<file path="config.mk">
export PLATFORM = sky130hd
export DESIGN_NAME = multicycle_ctrl_flat
export DESIGN_NICKNAME = d
export VERILOG_FILES = /design/src/rtl/multicycle_ctrl_if.sv /design/src/rtl/multicycle_ctrl.sv /design/src/flat_wrapper.sv
export SDC_FILE = /design/constraint.sdc
export NUM_CORES = 1
export LEC_CHECK = 0
export BUFFER_PORTS_ARGS = -buffer_cell sky130_fd_sc_hd__buf_4
export CAP_MARGIN = 20
export CORE_UTILIZATION = 43
export DETAILED_ROUTE_END_ITERATION = 10
export GPL_TIMING_DRIVEN = 0
export PLACE_DENSITY = 0.81
export SYNTH_ARGS = -nofsm -noshare
export SYNTH_HDL_FRONTEND = slang
export SYNTH_SLANG_ARGS = --single-unit
</file>
<file path="constraint.sdc">
create_clock -name clk -period 1.56 [get_ports clk]
set_input_delay 0.156 -clock clk [delete_from_list [all_inputs] [get_ports clk]]
set_output_delay 0.156 -clock clk [all_outputs]
set_load 0.02 [all_outputs]
</file>
<file path="src/rtl/multicycle_ctrl_if.sv">
// Control bundle between multicycle_ctrl (master) and the RV32I multi-cycle datapath (slave).
interface multicycle_ctrl_if #(
  parameter int unsigned STATE_W = 4
);
  logic [6:0]         op;
  logic [2:0]         funct3;
  logic               funct7b5;
  logic               Zero;
  logic               Sign;
  logic               PCWrite;
  logic               AdrSrc;
  logic               MemWrite;
  logic               IRWrite;
  logic               RegWrite;
  logic [1:0]         ResultSrc;
  logic [1:0]         ALUSrcA;
  logic [1:0]         ALUSrcB;
  logic [2:0]         ImmSrc;
  logic [3:0]         ALUControl;
  logic               Illegal;
  logic [STATE_W-1:0] State;

  modport master (
    input  op, funct3, funct7b5, Zero, Sign,
    output PCWrite, AdrSrc, MemWrite, IRWrite, RegWrite, ResultSrc, ALUSrcA, ALUSrcB,
           ImmSrc, ALUControl, Illegal, State
  );

  modport slave (
    output op, funct3, funct7b5, Zero, Sign,
    input  PCWrite, AdrSrc, MemWrite, IRWrite, RegWrite, ResultSrc, ALUSrcA, ALUSrcB,
           ImmSrc, ALUControl, Illegal, State
  );
endinterface

</file>
<file path="src/rtl/multicycle_ctrl.sv">
// Main control FSM and ALU decoder for the multi-cycle RV32I datapath.
// Define MC_BRANCH_EXT_EN to decode all six conditional branches; otherwise only beq is legal.
module multicycle_ctrl #(
  parameter int unsigned STATE_W = 4
) (
  input logic               clk,
  input logic               reset,
  multicycle_ctrl_if.master cif
);

  typedef enum logic [3:0] {
    StFetch    = 4'd0,
    StDecode   = 4'd1,
    StMemAdr   = 4'd2,
    StMemRead  = 4'd3,
    StMemWb    = 4'd4,
    StMemWrite = 4'd5,
    StExecuteR = 4'd6,
    StExecuteI = 4'd7,
    StAluWb    = 4'd8,
    StBranch   = 4'd9,
    StJal      = 4'd10,
    StLui      = 4'd11
  } state_e;

  localparam logic [6:0] OpLoad   = 7'b0000011;
  localparam logic [6:0] OpStore  = 7'b0100011;
  localparam logic [6:0] OpRType  = 7'b0110011;
  localparam logic [6:0] OpIAlu   = 7'b0010011;
  localparam logic [6:0] OpBranch = 7'b1100011;
  localparam logic [6:0] OpJal    = 7'b1101111;
  localparam logic [6:0] OpLui    = 7'b0110111;

  localparam logic [3:0] AluAdd  = 4'b0000;
  localparam logic [3:0] AluSub  = 4'b0001;
  localparam logic [3:0] AluAnd  = 4'b0010;
  localparam logic [3:0] AluOr   = 4'b0011;
  localparam logic [3:0] AluSll  = 4'b0100;
  localparam logic [3:0] AluSlt  = 4'b0101;
  localparam logic [3:0] AluXor  = 4'b0110;
  localparam logic [3:0] AluSrl  = 4'b0111;
  localparam logic [3:0] AluSltu = 4'b1000;
  localparam logic [3:0] AluPass = 4'b1001;
  localparam logic [3:0] AluSra  = 4'b1111;

  state_e     state_q, state_d;
  logic [3:0] alu_arith, alu_branch, alu_control;
  logic       branch_ok, taken;
  logic       pc_write, adr_src, mem_write, ir_write, reg_write, illegal;
  logic [1:0] result_src, alu_src_a, alu_src_b;
  logic       unused_sign;

  // Sign is exported for observation only; branches resolve on Zero alone.
  assign unused_sign = cif.Sign;

  always_ff @(posedge clk or posedge reset) begin
    if (reset) begin
      state_q <= StFetch;
    end else begin
      state_q <= state_d;
    end
  end

  // Shared R-type / I-type decode; only R-type may select sub.
  always_comb begin
    alu_arith = AluAdd;
    unique case (cif.funct3)
      3'b000: alu_arith = (cif.op == OpRType && cif.funct7b5) ? AluSub : AluAdd;
      3'b001: alu_arith = AluSll;
      3'b010: alu_arith = AluSlt;
      3'b011: alu_arith = AluSltu;
      3'b100: alu_arith = AluXor;
      3'b101: alu_arith = cif.funct7b5 ? AluSra : AluSrl;
      3'b110: alu_arith = AluOr;
      3'b111: alu_arith = AluAnd;
    endcase
  end

  always_comb begin
    alu_branch = AluSub;
    branch_ok  = 1'b1;
    taken      = cif.Zero;
`ifdef MC_BRANCH_EXT_EN
    // slt/sltu yield 1 when the condition holds, so "less" branches take on !Zero.
    case (cif.funct3)
      3'b000: begin alu_branch = AluSub;  taken = cif.Zero;  end
      3'b001: begin alu_branch = AluSub;  taken = !cif.Zero; end
      3'b100: begin alu_branch = AluSlt;  taken = !cif.Zero; end
      3'b101: begin alu_branch = AluSlt;  taken = cif.Zero;  end
      3'b110: begin alu_branch = AluSltu; taken = !cif.Zero; end
      3'b111: begin alu_branch = AluSltu; taken = cif.Zero;  end
      default: branch_ok = 1'b0;
    endcase
`else
    branch_ok = (cif.funct3 == 3'b000);
`endif
  end

  always_comb begin
    cif.ImmSrc = 3'b000;
    case (cif.op)
      OpStore:  cif.ImmSrc = 3'b001;
      OpBranch: cif.ImmSrc = 3'b010;
      OpJal:    cif.ImmSrc = 3'b011;
      OpLui:    cif.ImmSrc = 3'b100;
      default:  cif.ImmSrc = 3'b000;
    endcase
  end

  always_comb begin
    state_d     = StFetch;
    pc_write    = 1'b0;
    adr_src     = 1'b0;
    mem_write   = 1'b0;
    ir_write    = 1'b0;
    reg_write   = 1'b0;
    illegal     = 1'b0;
    result_src  = 2'b00;
    alu_src_a   = 2'b00;
    alu_src_b   = 2'b00;
    alu_control = AluAdd;
    case (state_q)
      StFetch: begin
        ir_write   = 1'b1;
        pc_write   = 1'b1;
        alu_src_b  = 2'b10;
        result_src = 2'b10;
        state_d    = StDecode;
      end
      StDecode: begin
        alu_src_a = 2'b01;
        alu_src_b = 2'b01;
        case (cif.op)
          OpLoad, OpStore: state_d = StMemAdr;
          OpRType:         state_d = StExecuteR;
          OpIAlu:          state_d = StExecuteI;
          OpJal:           state_d = StJal;
          OpLui:           state_d = StLui;
          OpBranch: begin
            state_d = branch_ok ? StBranch : StFetch;
            illegal = !branch_ok;
          end
          default:         illegal = 1'b1;
        endcase
      end
      StMemAdr: begin
        alu_src_a = 2'b10;
        alu_src_b = 2'b01;
        state_d   = (cif.op == OpStore) ? StMemWrite : StMemRead;
      end
      StMemRead: begin
        adr_src = 1'b1;
        state_d = StMemWb;
      end
      StMemWb: begin
        result_src = 2'b01;
        reg_write  = 1'b1;
      end
      StMemWrite: begin
        adr_src   = 1'b1;
        mem_write = 1'b1;
      end
      StExecuteR: begin
        alu_src_a   = 2'b10;
        alu_control = alu_arith;
        state_d     = StAluWb;
      end
      StExecuteI: begin
        alu_src_a   = 2'b10;
        alu_src_b   = 2'b01;
        alu_control = alu_arith;
        state_d     = StAluWb;
      end
      StAluWb: reg_write = 1'b1;
      StBranch: begin
        alu_src_a   = 2'b10;
        alu_control = alu_branch;
        pc_write    = taken;
      end
      StJal: begin
        alu_src_a = 2'b01;
        alu_src_b = 2'b10;
        pc_write  = 1'b1;
        state_d   = StAluWb;
      end
      StLui: begin
        alu_src_b   = 2'b01;
        alu_control = AluPass;
        state_d     = StAluWb;
      end
      default: state_d = StFetch;
    endcase
  end

  // Reset holds the state at FETCH; gating the strobes keeps FETCH from writing meanwhile.
  assign cif.PCWrite    = pc_write & ~reset;
  assign cif.IRWrite    = ir_write & ~reset;
  assign cif.MemWrite   = mem_write & ~reset;
  assign cif.RegWrite   = reg_write & ~reset;
  assign cif.Illegal    = illegal & ~reset;
  assign cif.AdrSrc     = adr_src;
  assign cif.ResultSrc  = result_src;
  assign cif.ALUSrcA    = alu_src_a;
  assign cif.ALUSrcB    = alu_src_b;
  assign cif.ALUControl = alu_control;
  assign cif.State      = STATE_W'(state_q);

endmodule
</file>
<file path="src/flat_wrapper.sv">
// flat-port wrapper written by rule: the top's interface ports become plain ports
module multicycle_ctrl_flat 
#(
  parameter int unsigned STATE_W = 4
)
  (clk, reset, cif_op, cif_funct3, cif_funct7b5, cif_Zero, cif_Sign, cif_PCWrite, cif_AdrSrc, cif_MemWrite, cif_IRWrite, cif_RegWrite, cif_ResultSrc, cif_ALUSrcA, cif_ALUSrcB, cif_ImmSrc, cif_ALUControl, cif_Illegal, cif_State);
  multicycle_ctrl_if #(.STATE_W(STATE_W)) cif_i ();
  input logic clk;
  input logic reset;
  input wire logic [$bits(cif_i.op)-1:0] cif_op;
  input wire logic [$bits(cif_i.funct3)-1:0] cif_funct3;
  input wire logic [$bits(cif_i.funct7b5)-1:0] cif_funct7b5;
  input wire logic [$bits(cif_i.Zero)-1:0] cif_Zero;
  input wire logic [$bits(cif_i.Sign)-1:0] cif_Sign;
  output wire logic [$bits(cif_i.PCWrite)-1:0] cif_PCWrite;
  output wire logic [$bits(cif_i.AdrSrc)-1:0] cif_AdrSrc;
  output wire logic [$bits(cif_i.MemWrite)-1:0] cif_MemWrite;
  output wire logic [$bits(cif_i.IRWrite)-1:0] cif_IRWrite;
  output wire logic [$bits(cif_i.RegWrite)-1:0] cif_RegWrite;
  output wire logic [$bits(cif_i.ResultSrc)-1:0] cif_ResultSrc;
  output wire logic [$bits(cif_i.ALUSrcA)-1:0] cif_ALUSrcA;
  output wire logic [$bits(cif_i.ALUSrcB)-1:0] cif_ALUSrcB;
  output wire logic [$bits(cif_i.ImmSrc)-1:0] cif_ImmSrc;
  output wire logic [$bits(cif_i.ALUControl)-1:0] cif_ALUControl;
  output wire logic [$bits(cif_i.Illegal)-1:0] cif_Illegal;
  output wire logic [$bits(cif_i.State)-1:0] cif_State;
  assign cif_i.op = cif_op;
  assign cif_i.funct3 = cif_funct3;
  assign cif_i.funct7b5 = cif_funct7b5;
  assign cif_i.Zero = cif_Zero;
  assign cif_i.Sign = cif_Sign;
  assign cif_PCWrite = cif_i.PCWrite;
  assign cif_AdrSrc = cif_i.AdrSrc;
  assign cif_MemWrite = cif_i.MemWrite;
  assign cif_IRWrite = cif_i.IRWrite;
  assign cif_RegWrite = cif_i.RegWrite;
  assign cif_ResultSrc = cif_i.ResultSrc;
  assign cif_ALUSrcA = cif_i.ALUSrcA;
  assign cif_ALUSrcB = cif_i.ALUSrcB;
  assign cif_ImmSrc = cif_i.ImmSrc;
  assign cif_ALUControl = cif_i.ALUControl;
  assign cif_Illegal = cif_i.Illegal;
  assign cif_State = cif_i.State;
  multicycle_ctrl #(.STATE_W(STATE_W)) u_core (.clk(clk), .reset(reset), .cif(cif_i));
endmodule
</file>
==> reports/results.txt, run 1 <==
status: complete, but fails checks
failing checks: setup timing
vias in the first global route: 868
Syn-to-layout area delta: 89.63%
grt ovf: 0
Starting Density: 0.4887
CTS tree: yes
crit path capture type: primary output
DR iter-0 viols: 77
I/O pin total: 38
syn avg cell area: 6.756 um2
routed len/inst: 20.09 um
Tot Pwr: 1452 uW
yosys warns: 0
Synth top area share: 0.1481
measured slew at the worst slew-check pin: 0.3369 ns
dpl hpwl: 1586 um
mux cell area share after synthesis: 0.02963
DRC: 0
fmax: 606.2 MHz
total vias in the final route: 1084
post-synth cell types: 38
crit path kind: reg2out
main flop type after synthesis: dfrtp_1
min Tclk post-route: 1.650 ns
max reg flops: 4
Post-Synth Adder-Cell Area: 0
maximum vdd drop: 665.0 uV
Synth Area in Compound Gates: 0.1889
EDFF count, synth: 0
nature of the critical path startpoint: flop
max_cap viols: 0
clk slew on worst S/H paths: 0.05 ns
layout cells sized above 1: 0.5467
initial antenna violation count: 0
TNS Setup: -0.4810 ns
die width: 41.64 um
cell accounting for the most synthesized area: dfrtp_1
dpl cell area: 0.001006 mm2
routability congestion estimate: 0.8195
FFs w/ async S/R, synth: 1.000
Root Buffer: clkbuf_4
clk_lat worst skew: 0.25 ns
cells after synthesis: 100
non-filler cells, final: 165
Synth area leaders: dfrtp_1, nor3_1, nand2_1
sequential element share of the synthesized area: 0.1481
drt total wl: 3315 um
main combinational cell family by area after synthesis: simple AND/OR/NAND/NOR gates
syn_nets: 115
PD cells: 1133 mW/mm2
final setup fails: 10
Critical Path Fanout Max: 10
clk sinks: 4
# fillers: 58
# diodes: 0
crit share post-route: 1.057
Worst Hold Class: in2reg
first-pass GRT wire length: 3926 um
Routed Antenna Nets: 0
Final Hold Vio Count: 0
placed cells: 148
Syn Std Cell Area: 675.6 um2
register bit total from synthesis: 4
Pre-antenna DRT Iters: 4
Post-Synth Simple-Gate Area: 0.4630
Finished Cell Area: 0.001281 mm2
count leader, synth: nand2_1
die extent in y: 41.64 um
gr usage total: 0.2834
crit path DAT: 1.49 ns
Synth Area in XOR/XNOR: 0.07778
Max Buffers Root-to-Sink: 2
leakage power: 0.0005743 uW
htree depth: 1
core area: 0.001383 mm2
Die ar.: 0.001734 mm2
unrepaired setup endpoints after global routing: yes
Final Slew Violations: 0
IO buf count: 33
Site Rows: 13
CTS Buf Count: 3
fin nets: 166
fin util: 0.9267
largest net degree at the start of global routing: 11
relative slew slack: 0.7754
clk_skew: 0.001657 ns
vias per cell: 6.570
PnR worst setup slack: -0.08966 ns
Commonest cells post-synth: nand2_1, nor2_1, nor3_1, a21oi_1
Critical Path RT: 1.40 ns
## cell families after synthesis
| group | after synthesis |
|---|---|
| xor gates and xnor gates | 6 |
| AOI/OAI and AO/OA | 20 |
| buffers and inverters | 12 |
| and+or+nand+nor | 56 |
| muxes | 2 |
| DFF | 4 |
## path summary, 6_finish.rpt
path                                      from                   to  slack (ns)  cells past startpoint
max                        u_core.cif.State[1]          cif_PCWrite       -0.09                      5
min                                  cif_op[4]  u_core.cif.State[2]        0.32                      4
max reg2reg                u_core.cif.State[1]  u_core.cif.State[0]        0.12                      5
min reg2reg                u_core.cif.State[2]  u_core.cif.State[1]        0.79                      3
max in group asynchronous                reset  u_core.cif.State[2]        0.94                      3
min in group asynchronous                reset  u_core.cif.State[0]        0.44                      3
## stage by stage
step / hold WS (ns) / worst slack (ns)
2_1_floorplan: -0.07799 / -0.2032
3_3_place_gp: 0.1054 / -0.04289
3_5_place_dp: 0.1209 / -0.08788
4_1_cts: 0.3236 / -0.04678
5_1_grt: 0.3233 / -0.1902
6_report: 0.3223 / -0.08966
## what timing repair did
action                                  CTS  global route
gates resized for setup                  19            19
pin swaps                                 5             6
endpoints found under the setup margin   13            14
hold buffers                              1             0
buffers inserted                         10             5
hold endpoints to repair                  4             0
## worst max-delay path, cell delays in order (launching register included)
cell and delay (ns):
dfrtp_1 0.37, buf_6 0.15, clkbuf_16 0.16, nand3b_1 0.15
a211oi_4 0.26, buf_6 0.15
## cell type report
cell class	count	area (um2)	share of cell area
Multi-Input combinational cell	84	641.9	0.5010
Timing Repair Buffer	49	392.9	0.3066
Sequential cell	4	103.9	0.08105
Buffer	7	85.08	0.06641
Clock buffer	4	26.28	0.02051
Tap cell	15	18.77	0.01465
Inverter	2	12.51	0.009766
## routing by layer
metal	GRT usage	vias up	share of wire
li1	-	457	-
met1	0.3432	502	0.36
met2	0.5188	97	0.50
met3	0.03043	28	0.079
met4	0.08387	0	0.057
met5	0	-	0
## cells in the final DEF, fill, tap and decap left out, types with 2 or more instances in the layout
cell      count
nor2b_2       2
dfrtp_2       3
a31oi_1       2
buf_4        43
o211ai_1      2
nand3b_1      2
nand2b_1      2
nor2_1        6
clkbuf_4      3
nor3b_1       4
buf_6         9
and3_1        2
nand2_1      11
nor2_2        2
nor3_1        8
mux2i_1       2
a21oi_1       5
xor2_1        4
o21ai_1       3
## power by group
part | internal [uW] | switching (uW) | total [uW]
clock network | 97.3 | 61.7 | 159
registers | 126 | 30.0 | 156
logic | 548 | 589 | 1140
No activity file was read; power rests on OpenSTA's default activity.
==> inputs of run 2 (changes only) <==
--- a/config.mk
+++ b/config.mk
@@ -10,4 +10,5 @@
 export CORE_UTILIZATION = 43
 export DETAILED_ROUTE_END_ITERATION = 10
+export GPL_ROUTABILITY_DRIVEN = 0
 export GPL_TIMING_DRIVEN = 0
 export PLACE_DENSITY = 0.81
==> constraint.sdc (replaced) <==
create_clock -name clk -period 1.56 [get_ports clk]
set_input_delay 0.156 -clock clk [delete_from_list [all_inputs] [get_ports clk]]
set_output_delay 0.156 -clock clk [all_outputs]
set_load 0.1 [all_outputs]
==> run 2 against run 1 <==
Area after synthesis unchanged. The flow now stops in clock tree synthesis. Synthesized cell count did not move.
==> reports/results.txt, run 2 <==
status: did not finish
Stop stage: clock tree synthesis
Run Error: [ERROR DPL-0038] Utilization greater than 100%, impossible to legalize
cells after synthesis: 100 (unchanged)
post-synth cell types: 38 (unchanged)
Root Buffer: clkbuf_4
# resized after CTS: 64 (+45)
cell accounting for the most synthesized area: dfrtp_1
pre-CTS setup slack: -0.2509 ns (-0.1631 ns)
die extent in y: 41.64 um (unchanged)
Synth area leaders: dfrtp_1, nor3_1, nand2_1
Max Buffers Root-to-Sink: 2 (unchanged)
hold buffers post-CTS: 1 (unchanged)
Synth top area share: 0.1481 (unchanged)
I/O pin total: 38 (unchanged)
die width: 41.64 um (unchanged)
syn avg cell area: 6.756 um2 (unchanged)
dpl hpwl: 1976 um (+25%)
Commonest cells post-synth: nand2_1, nor2_1, nor3_1, a21oi_1
yosys warns: 0 (unchanged)
htree depth: 1 (unchanged)
FFs w/ async S/R, synth: 1.000 (unchanged)
sequential element share of the synthesized area: 0.1481 (unchanged)
EDFF count, synth: 0 (unchanged)
main flop type after synthesis: dfrtp_1
Post-CTS Setup Inserts: 18 (+8)
register bit total from synthesis: 4 (unchanged)
Site Rows: 13 (unchanged)
CTS Buf Count: 3 (unchanged)
Starting Density: 0.4887 (unchanged)
dpl cell area: 0.001246 mm2 (+24%)
IO buf count: 33 (unchanged)
count leader, synth: nand2_1
clk sinks: 4 (unchanged)
Syn Std Cell Area: 675.6 um2 (unchanged)
syn_nets: 115 (unchanged)
[run 2: cell counts after synthesis]
No cell type changed its count.
[run 2: through the flow]
stage / instances / hold WS (ns)
2_1_floorplan: 100 / -0.07791
3_3_place_gp: 148 / 0.1279
3_5_place_dp: 148 / 0.1384
[run 2: cells by family after synthesis]
family,share of synthesized area
xor+xnor,0.07778
mux,0.02963
simple gates,0.4630
flops,0.1482
buf+inv,0.09259
compound gates,0.1889
==> inputs of run 3 (changes only) <==
CORE_AREA = 2 2 63 65   (was unset)
CORE_UTILIZATION = unset   (was 43)
DIE_AREA = 0 0 65 67   (was unset)
PLACE_DENSITY = unset   (was 0.81)
PLACE_DENSITY_LB_ADDON = 0.15   (was unset)
==> run 3 against run 2 <==
The flow now finishes, with violations (setup timing).
==> reports/results.txt, run 3 (synthesis results as in run 1) <==
Crit-path slowest cell: dfrtp_4
hold path depth: 4
die extent in y: 67 um (+61%)
max_cap viols: 0
crit share post-route: 1.134
Finished Cell Area: 0.001705 mm2
clock power share: 0.084
Starting Density: 0.1874 (-0.3013)
vias in the first global route: 924
maximum vdd drop: 581.6 uV
Pint: 1145 uW
grt ovf: 0
min Tclk post-route: 1.770 ns
total vias in the final route: 935
PnR worst setup slack: -0.2096 ns
routed len/inst: 13.51 um
CP peak stage delay: 0.49 ns
Routed Antenna Nets: 0
Worst Hold Class: in2reg
placed cells: 181 (+22%)
CTS tree: yes
Die ar.: 0.004355 mm2
Site Rows: 22 (+9)
gr usage total: 0.1289
switch share: 0.5610
r2r setup slk: 0.28 ns
htree depth: 1 (unchanged)
failing checks: setup timing
worst reg2reg path depth: 5
Critical Path RT: 1.40 ns
vias per cell: 4.675
unrepaired setup endpoints after global routing: yes
I/O pin total: 38 (unchanged)
clk slew on worst S/H paths: 0.03 ns
leakage power: 0.0006963 uW
measured slew at the worst slew-check pin: 0.3872 ns
fin nets: 169
relative slew slack: 0.7412
Syn-to-layout area delta: 152.4%
fin util: 0.4729
dpl hpwl: 1899 um (-3.9%)
CTS Buf Count: 3 (unchanged)
crit path capture type: primary output
largest net degree at the start of global routing: 11
most frequent cells in the layout: buf_4, buf_12, buf_6, nand2_1, nor3_4
Root Buffer: clkbuf_8
crit path cell chain: clkbuf_16, nand3b_1, a211oi_4, buf_12
layout cells sized above 1: 0.6447
dpl cell area: 0.001287 mm2 (+3.3%)
crit path DAT: 1.61 ns
status: complete, but fails checks
share of power burned in combinational logic: 0.850
nature of the critical path startpoint: flop
Final Hold Vio Count: 0
clk sinks: 4 (unchanged)
drt total wl: 2702 um
PD cells: 1529 mW/mm2
first-pass GRT wire length: 4409 um
# diodes: 0
IO buf count: 33 (unchanged)
# fillers: 336
clk_skew: 0.001647 ns
crit path kind: reg2out
pre-CTS setup slack: -0.2534 ns (-0.002429 ns)
DR iter-0 viols: 56
non-filler cells, final: 200
die width: 65 um (+56%)
final setup fails: 13
core area: 0.003606 mm2
clk_lat worst skew: 0.22 ns
Critical Path Fanout Max: 4
max reg flops: 4
Sw Pwr: 1463 uW
DRC: 0
Seq pwr share: 0.067
fmax: 565.1 MHz
Pre-antenna DRT Iters: 4
Max Buffers Root-to-Sink: 2 (unchanged)
most common cell after layout, fill and taps aside: buf_4
Final Slew Violations: 0
initial antenna violation count: 0
==> run 3: timing repair <==
item,CTS,global route
setup endpoints to repair,16,16
endpoints found under the hold margin,4,0
pin swaps,7,6
buffers inserted,15,4
resized for setup,58,7
hold buffers,1,0
==> run 3: through the flow <==
step           TNS, ns  power (uW)  hold WS (ns)
3_5_place_dp    -1.123        1978        0.1370
6_report        -1.465        2607        0.3613
5_1_grt         -2.128        2710        0.3762
3_3_place_gp    -1.059        1971        0.1375
4_1_cts         -1.480        2567        0.3592
2_1_floorplan   -7.570        1679      -0.07791
==> run 3: routing by layer <==
metal / track usage / wire, um / vias to the layer above / share of wire
met1: 0.1596 / 1101 / 434 / 0.41
met2: 0.2410 / 1422 / 38 / 0.53
met5: 0 / 0 / - / 0
met3: 0.008446 / 141 / 4 / 0.052
met4: 0.03191 / 36 / 0 / 0.013
li1: - / - / 459 / -
==> run 3: worst paths after layout <==
check,startpoint,endpoint
worst max-delay path,u_core.cif.State[0],cif_PCWrite
worst min-delay path,cif_op[4],u_core.cif.State[2]
worst max register to register,u_core.cif.State[0],u_core.cif.State[3]
worst min register to register,u_core.cif.State[0],u_core.cif.State[1]
max in group asynchronous,reset,u_core.cif.State[0]
min in group asynchronous,reset,u_core.cif.State[1]
==> run 3: power groups by stage <==
| stage | clock, uW | combinational (uW) | sequential [uW] |
|---|---|---|---|
| finish | 218 | 2210 | 174 |
| global route | 233 | 2300 | 178 |
| CTS | 222 | 2170 | 174 |
| detailed placement | 0 | 1830 | 151 |
| global placement | 0 | 1820 | 149 |
| floorplan | 0 | 1390 | 290 |
==> run 3: final cells by class <==
cell class,instances,area [um2],area share
buffer,6,85.08,0.04989
clock buffer,3,41.29,0.02421
inverter,2,15.01,0.008804
multi-input combinational,84,782.0,0.4585
sequential,4,112.6,0.06603
tap,48,60.06,0.03522
timing repair buffer,53,609.3,0.3573
==> run 3: critical path, delay by kind of cell, from the launching register on <==
family,cells,cell delay [ns]
compound gates,1,0.31
buf+inv,2,0.37
simple gates,1,0.22
flops,1,0.49
==> inputs of run 4 (changes only) <==
PLACE_DENSITY_LB_ADDON = unset   (was 0.15)
==> run 4 against run 3 <==
The flow still finishes with violations (setup timing). Critical path type unchanged. Global-route usage rose by 0.18 points. Count of clock-buffer cells in the layout did not move. Worst setup slack got worse by 0.019 ns. Utilization rose by 1.3 points. Largest power group unchanged. First-iteration DRC count fell by 30%. Wire length rose by 0.37%. Sequential share of layout area fell by 0.17 points. Design area rose by 2.7%. Critical path depth rose by 1. Via count fell by 1.4%. Power rose by 7.5%.
==> reports/results.txt, run 4 (synthesis results as in run 1) <==
Die ar.: 0.004355 mm2 (unchanged)
Critical Path Fanout Max: 5 (+1)
relative slew slack: 0.7316 (-0.009628)
crit share post-route: 1.147 (+0.01229)
core area: 0.003606 mm2 (unchanged)
Crit-path slowest cell: dfrtp_4
I/O pin total: 38 (unchanged)
fin nets: 168 (-0.59%)
max reg flops: 4 (unchanged)
crit path cell chain: buf_4, o21ai_0, nand2_1, a211oi_4, buf_12
# fillers: 327 (-2.7%)
routed len/inst: 13.63 um (+0.87%)
clk_lat worst skew: 0.22 ns (about the same)
gr usage total: 0.1308 (+0.001832)
htree depth: 1 (unchanged)
vias in the first global route: 967 (+4.7%)
most frequent cells in the layout: buf_4, buf_12, nand2_1
crit path kind: reg2out
PD cells: 1601 mW/mm2 (+4.7%)
layout cells sized above 1: 0.6689 (+0.02414)
clk_skew: 0.003826 ns (+0.002178 ns)
Sw Pwr: 1524 uW (+4.2%)
Critical Path RT: 1.40 ns (about the same)
Pint: 1280 uW (+12%)
PnR worst setup slack: -0.2288 ns (-0.01917 ns)
status: complete, but fails checks
dpl hpwl: 1859 um (-2.1%)
clk sinks: 4 (unchanged)
Hold WS: 0.3466 ns (-0.01473 ns)
met3 WL: 121 um (-14%)
largest net degree at the start of global routing: 11 (unchanged)
Site Rows: 22 (unchanged)
fmax: 559.0 MHz (-1.1%)
clock power share: 0.080 (-0.004)
crit path capture type: primary output
drt total wl: 2712 um (+0.37%)
Pre-antenna DRT Iters: 4 (unchanged)
most common cell after layout, fill and taps aside: buf_4
Seq pwr share: 0.064 (-0.003)
grt ovf: 0 (unchanged)
Max Buffers Root-to-Sink: 2 (unchanged)
total vias in the final route: 922 (-1.4%)
placed cells: 181 (unchanged)
share of power burned in combinational logic: 0.856 (+0.006)
Syn-to-layout area delta: 159.3%
switch share: 0.5436 (-0.01738)
min Tclk post-route: 1.789 ns (+0.01917 ns)
DR WL met2: 1438 um (+1.1%)
clk slew on worst S/H paths: 0.03 ns (about the same)
leakage power: 0.0007082 uW (+1.7%)
TNS Setup: -1.651 ns (-0.1862 ns)
M1 wire length: 1125 um (+2.2%)
Final Hold Vio Count: 0 (unchanged)
Worst Hold Class: in2reg
measured slew at the worst slew-check pin: 0.4016 ns (+0.01441 ns)
nature of the critical path startpoint: flop
unrepaired setup endpoints after global routing: yes
CTS Buf Count: 3 (unchanged)
Final Slew Violations: 0 (unchanged)
DRC: 0 (unchanged)
# diodes: 0 (unchanged)
failing checks: setup timing
die width: 65 um (unchanged)
crit path DAT: 1.63 ns (+0.02 ns)
Starting Density: 0.1874 (unchanged)
CP peak stage delay: 0.50 ns (about the same)
final setup fails: 13 (unchanged)
IO buf count: 33 (unchanged)
vias per cell: 4.633 (-0.89%)
non-filler cells, final: 199 (-0.50%)
Root Buffer: clkbuf_8
DR iter-0 viols: 39 (-30%)
maximum vdd drop: 411.7 uV (-29%)
initial antenna violation count: 0 (unchanged)
CTS tree: yes
max_cap viols: 0 (unchanged)
top layer used by detailed routing: met4
pre-CTS setup slack: -0.2535 ns (-0.0001400 ns)
Routed Antenna Nets: 0 (unchanged)
die extent in y: 67 um (unchanged)
first-pass GRT wire length: 4416 um (+0.16%)
Tot Pwr: 2804 uW (+7.5%)
## run 4: per-layer routing
layer | global-route usage | up-vias
met2 | 0.2448 | 31
li1 | - | 460
met4 | 0.05585 | 0
met1 | 0.1475 | 428
met5 | 0 | -
met3 | 0.01689 | 3
## run 4: cell type report
| cell class | instances | area [um2] | share of cell area |
|---|---|---|---|
| multi-input combinational | 84 | 824.5 | 0.4707 |
| sequential | 4 | 112.6 | 0.06429 |
| inverter | 2 | 15.01 | 0.008571 |
| timing repair buffer | 52 | 616.8 | 0.3521 |
| clock buffer | 3 | 41.29 | 0.02357 |
| tap | 48 | 60.06 | 0.03429 |
| buffer | 6 | 81.33 | 0.04643 |
## run 4: stage by stage
step           utilization  instance area (um2)
5_1_grt             0.4858                 1752
6_report            0.4858                 1752
3_3_place_gp        0.3570                 1287
3_5_place_dp        0.3570                 1287
2_1_floorplan            -                979.7
4_1_cts             0.4604                 1660
## run 4: worst max-delay path, delay by kind of cell (launching register included)
family	cells	cell delay (ns)
simple gates	1	0.12
buf+inv	2	0.36
flops	1	0.50
compound gates	2	0.43
## run 4: final timing paths
| kind | cells after the start | end | startpoint | slack [ns] |
|---|---|---|---|---|
| setup / recovery | 5 | cif_PCWrite | u_core.cif.State[0] | -0.23 |
| hold / removal | 4 | u_core.cif.State[0] | cif_op[3] | 0.35 |
| setup reg to reg | 5 | u_core.cif.State[2] | u_core.cif.State[0] | 0.25 |
| hold reg to reg | 2 | u_core.cif.State[3] | u_core.cif.State[3] | 0.76 |
| max in group asynchronous | 3 | u_core.cif.State[0] | reset | 0.90 |
| min in group asynchronous | 3 | u_core.cif.State[1] | reset | 0.49 |
## run 4: power groups by stage
stage / Sequential [uW] / Combinational [uW] / Clock [uW]
2_1_floorplan: 290 / 1390 / 0
4_1_cts: 177 / 2290 / 225
3_5_place_dp: 150 / 1830 / 0
3_3_place_gp: 150 / 1810 / 0
6_report: 180 / 2400 / 225
5_1_grt: 185 / 2490 / 237
## run 4: what timing repair did
item                                    CTS  global route
hold buffers                              1             0
endpoints found under the setup margin   16            16
pin swaps                                 8             5
hold endpoints to repair                  4             0
buffers inserted                         13             5
resized for setup                        62            14
